## src/rtl/unbounce_bb.sv

```systemverilog
// Switch/button debouncer: synchronizes a raw level and accepts a new level only
// after it has been seen for STABLE_COUNT consecutive samples, with edge pulses.
module unbounce_bb #(
  parameter int   SYNC_STAGES  = 2,
  parameter int   STABLE_COUNT = 8,
  parameter int   CNT_WIDTH    = 4,
  parameter logic RESET_VALUE  = 1'b1
) (
  input  logic iclk,
  input  logic irst_n,
  input  logic iin,
  output logic iout,
  output logic ofall,
  output logic orise
);

  localparam logic [CNT_WIDTH-1:0] CNT_LAST = CNT_WIDTH'(STABLE_COUNT - 1);

  logic [SYNC_STAGES-1:0] sync_q;
  logic [CNT_WIDTH-1:0]   cnt;
  logic                   s;
  logic                   differs;
  logic                   accept;

  // Synchronizer idles at the button's pulled-up level so reset release looks quiet.
  always_ff @(posedge iclk or negedge irst_n) begin
    if (!irst_n) begin
      sync_q <= {SYNC_STAGES{RESET_VALUE}};
    end else begin
      sync_q <= {sync_q[SYNC_STAGES-2:0], iin};
    end
  end

  assign s       = sync_q[SYNC_STAGES-1];
  assign differs = (s != iout);
  assign accept  = differs && (cnt == CNT_LAST);

  // Any sample that agrees with the current output discards the partial count.
  always_ff @(posedge iclk or negedge irst_n) begin
    if (!irst_n) begin
      cnt   <= '0;
      iout  <= RESET_VALUE;
      ofall <= 1'b0;
      orise <= 1'b0;
    end else begin
      ofall <= accept & ~s;
      orise <= accept & s;
      if (accept) begin
        iout <= s;
        cnt  <= '0;
      end else if (differs) begin
        cnt <= cnt + CNT_WIDTH'(1);
      end else begin
        cnt <= '0;
      end
    end
  end

endmodule

```

## config.mk

```make
export PLATFORM = sky130hd
export DESIGN_NAME = unbounce_bb
export DESIGN_NICKNAME = d
export VERILOG_FILES = /design/src/rtl/unbounce_bb.sv
export SDC_FILE = /design/constraint.sdc
export NUM_CORES = 1
export LEC_CHECK = 0
export CAP_MARGIN = 20
export CORE_AREA = 2 2 39 41
export DETAILED_ROUTE_END_ITERATION = 8
export DIE_AREA = 0 0 41 43
export SYNTH_ARGS = -nofsm -noshare
export SYNTH_HDL_FRONTEND = slang
export SYNTH_SLANG_ARGS = --single-unit
```

## constraint.sdc

```tcl
create_clock -name iclk -period 1.7 [get_ports iclk]
set_input_delay 0.17 -clock iclk [delete_from_list [all_inputs] [get_ports iclk]]
set_output_delay 0.17 -clock iclk [all_outputs]
set_load 0.02 [all_outputs]
```

==> flow_summary_export.csv <==
group,metric,value,unit
finish,area_delta_synth_final,26.83,%
clocking,cts_max_level,1,
synthesis,synth_edf_count,0,
finish,multiInputGateArea,130.1,sq um
global_route,grt_util_met1,7.432,%
timing,fin_worst_skew,1.894,ps
power_and_ir_drop,p_leak,0.2358,nW
synthesis,synth_area_per_cell,14.36,sq um
worst_setup_path,crit_type,"reg2out",
clocking,numCtsBuffers,3,
finish,drive_gt1_share,26.47,%
timing,setup_viol,0,
worst_setup_path,cp_num_buf_inv,1,
synthesis,synth_top_area_share,41.81,%
synthesis,synthTopCellsByCount,"dfrtp_1, nor2_1, dfstp_2",
synthesis,yosysMostFrequentCell,"dfrtp_1",
floorplan,die_area,1763,sq um
worst_setup_path,cp_slowest_cell,"clkdlybuf4s50_1",
global_route,grt_start_max_net_pins,10,
routing,drt_iter0_markers,6,
floorplan,die_w,41,um
clocking,clockBufferDepth,2,
global_route,first_global_vias,258,
worst_setup_path,crit_chain,"clkdlybuf4s50_1",
routing,ant_nets,0,
worst_setup_path,rr_endpoint,"iout$_DFFE_PN1P_",
routing,wl_per_cell,12.08,um
timing,period_share,95.78,%
floorplan,initial_core_util,25.95,%
placement,dp_hpwl,486.6,um
global_route,busiest_layer,"met2",
global_route,antenna_found_initial,0,
routing,vias_per_cell,4.400,
power_and_ir_drop,sequentialPowerShare,50.4,%
worst_setup_path,cp_top_family,"buffers and inverters",
floorplan,fp.dieH,43,um
clocking,postCtsSetupRepairBufs,0,
power_and_ir_drop,power.net_switching,181.4,uW
worst_setup_path,r2r_setup_slack,520,ps
clocking,cts_resized,0,
power_and_ir_drop,swShare,29.29,%
placement,port_buffers,5,
clocking,cts_tree,"built",
timing,hold_viol,0,
synthesis,synth_area_leaders,"dfrtp_1, dfstp_2, nand3b_4",
finish,layoutNonFillerInstCount,50,
timing,fin_crit,1628,ps
clocking,clockRootBuffer,"clkbuf_4",
worst_setup_path,critPathArrivalTime,1460,ps
routing,vias,220,
synthesis,ys_warn_count,0,
synthesis,ys_async_sr_fraction,100.0,%
placement,placed_cells,46,
global_route,overflow,0,
worst_setup_path,cp-end-kind,"output pin",
global_route,grt_usage,9.378,%
routing,drt-total-wl,604,um
timing,clock.fmax,614.2,MHz
clocking,clk_latency,260,ps
synthesis,synth_top_cell_by_area,"dfrtp_1",
global_route,grt_pass1_wl,1007,um
timing,slew_violations,0,
worst_hold_path,hold_path.class,"in2async",
global_route,use_met3,4.188,%
power_and_ir_drop,p_per_area,1360,nW/um^2
power_and_ir_drop,power.share.clock,25.3,%
clocking,holdBufCountCts,0,
worst_setup_path,r2r_cells,3,
clocking,clk_pin_slew_worst_paths,50,ps
outcome,status,"finished clean",
synthesis,synth_fp_nets,29,
finish,nets,39,
floorplan,io_pins,6,
power_and_ir_drop,p_total,619.4,uW
worst_setup_path,crit_path_max_incr_delay,620,ps
synthesis,syn_area,359.1,sq um
power_and_ir_drop,ir_drop,502.8,uV
placement,place.gp.congestion,0.6467,
worst_setup_path,start_kind,"flip-flop",
worst_setup_path,cp-startpoint,"iout$_DFFE_PN1P_",
timing,worstMarginPinSlew,390.7,ps
job,maxCapViolCount,0,
synthesis,ys.flop_type,"dfrtp_1",
clocking,numClockSinks,9,
global_route,use_met2,15.63,%
synthesis,synthCells,25,
routing,drtPass1Iterations,3,
worst_setup_path,cp_num_cells,1,
worst_setup_path,crit_path_end,"iout",
finish,ff_latch_area,229.0,sq um
power_and_ir_drop,internal_power,438.0,uW
timing,relSlewSlack,73.87,%
routing,drcViolationCount,0,
worst_setup_path,r2r-start,"cnt[0]$_DFF_PN0_",
synthesis,yosysUniqueCellTypes,13,
finish,n_fill_cell,133,
timing,tns,0,ps
power_and_ir_drop,power.share.combinational,24.3,%
timing,rsz0062_at_grt,"no",
worst_setup_path,cp_max_fo,6,
synthesis,seq_area_frac_synth,63.76,%
worst_setup_path,cp_data_required_time,1530,ps
synthesis,synth-seq-cells,9,
finish,fin_util,32.91,%
floorplan,core-area,1384,sq um
floorplan,rows,14,
finish,diodes,0,
==> per-layer routing <==
layer | part of all wire (%) | vias to the layer above
li1 | - | 102
met1 | 36 | 106
met2 | 52 | 9
met3 | 8.3 | 3
met4 | 3.1 | 0
met5 | 0 | -
==> stage by stage <==
stage                     hold slack [ps]  area, sq um  setup WS (ps)
final                               203.0        455.4          71.81
after global routing                225.5        455.4          18.83
after CTS                           208.0        455.4          66.37
after detailed placement            350.9        429.2          343.2
after global placement              348.1        429.2          352.7
after floorplan                    -125.6        359.1          596.2
==> cells by family after synthesis <==
family        after synthesis  synth area share [%]
xor+xnor                    3                 7.318
mux                         2                 6.968
fa+ha+maj                   1                 3.484
simple gates               10                 18.46
flops                       9                 63.76
==> worst min-delay path by stage <==
stage / startpoint / end / slack (ps) / cells after the start
floorplan: irst_n / cnt[0]$_DFF_PN0_ / -130 / 0
global route: irst_n / cnt[0]$_DFF_PN0_ / 230 / 1
detailed placement: sync_q[0]$_DFF_PN1_ / sync_q[1]$_DFF_PN1_ / 350 / 0
finish: irst_n / ofall$_DFF_PN0_ / 200 / 1
CTS: irst_n / orise$_DFF_PN0_ / 210 / 1
global placement: sync_q[0]$_DFF_PN1_ / sync_q[1]$_DFF_PN1_ / 350 / 0
==> power by group through the flow <==
stage                     sequential, mW  combinational (mW)  clock (mW)
final                              0.312               0.150       0.157
after global routing               0.320               0.164       0.172
after floorplan                    0.320              0.0903           0
after global placement             0.308               0.145           0
after detailed placement           0.316               0.152           0
after CTS                          0.311               0.152       0.161
==> cell usage in the layout (no fill, tap or decap) <==
master           count
and3_2               1
dfrtp_1              6
clkdlybuf4s50_1      5
nand3b_4             1
nor2_1               4
xor2_1               1
dfstp_2              3
clkbuf_4             3
nand2_1              1
xnor2_1              2
nor3b_1              2
clkbuf_1             1
mux2i_1              1
ha_1                 1
mux2_4               1
nand3_1              1
==> cell type report <==
| class | instances | area share (%) |
|---|---|---|
| multi-input cells | 16 | 28.57 |
| clock buffers | 4 | 5.769 |
| flip-flops and latches | 9 | 50.27 |
| well taps | 16 | 4.396 |
| repair buffers | 5 | 10.99 |
==> state kept, by name, indices dropped and copies added (netlist names) <==
register	count
orise	1
sync_q	2
ofall	1
cnt	4
iout	1
Note: power is estimated with default switching activity, not from simulation.
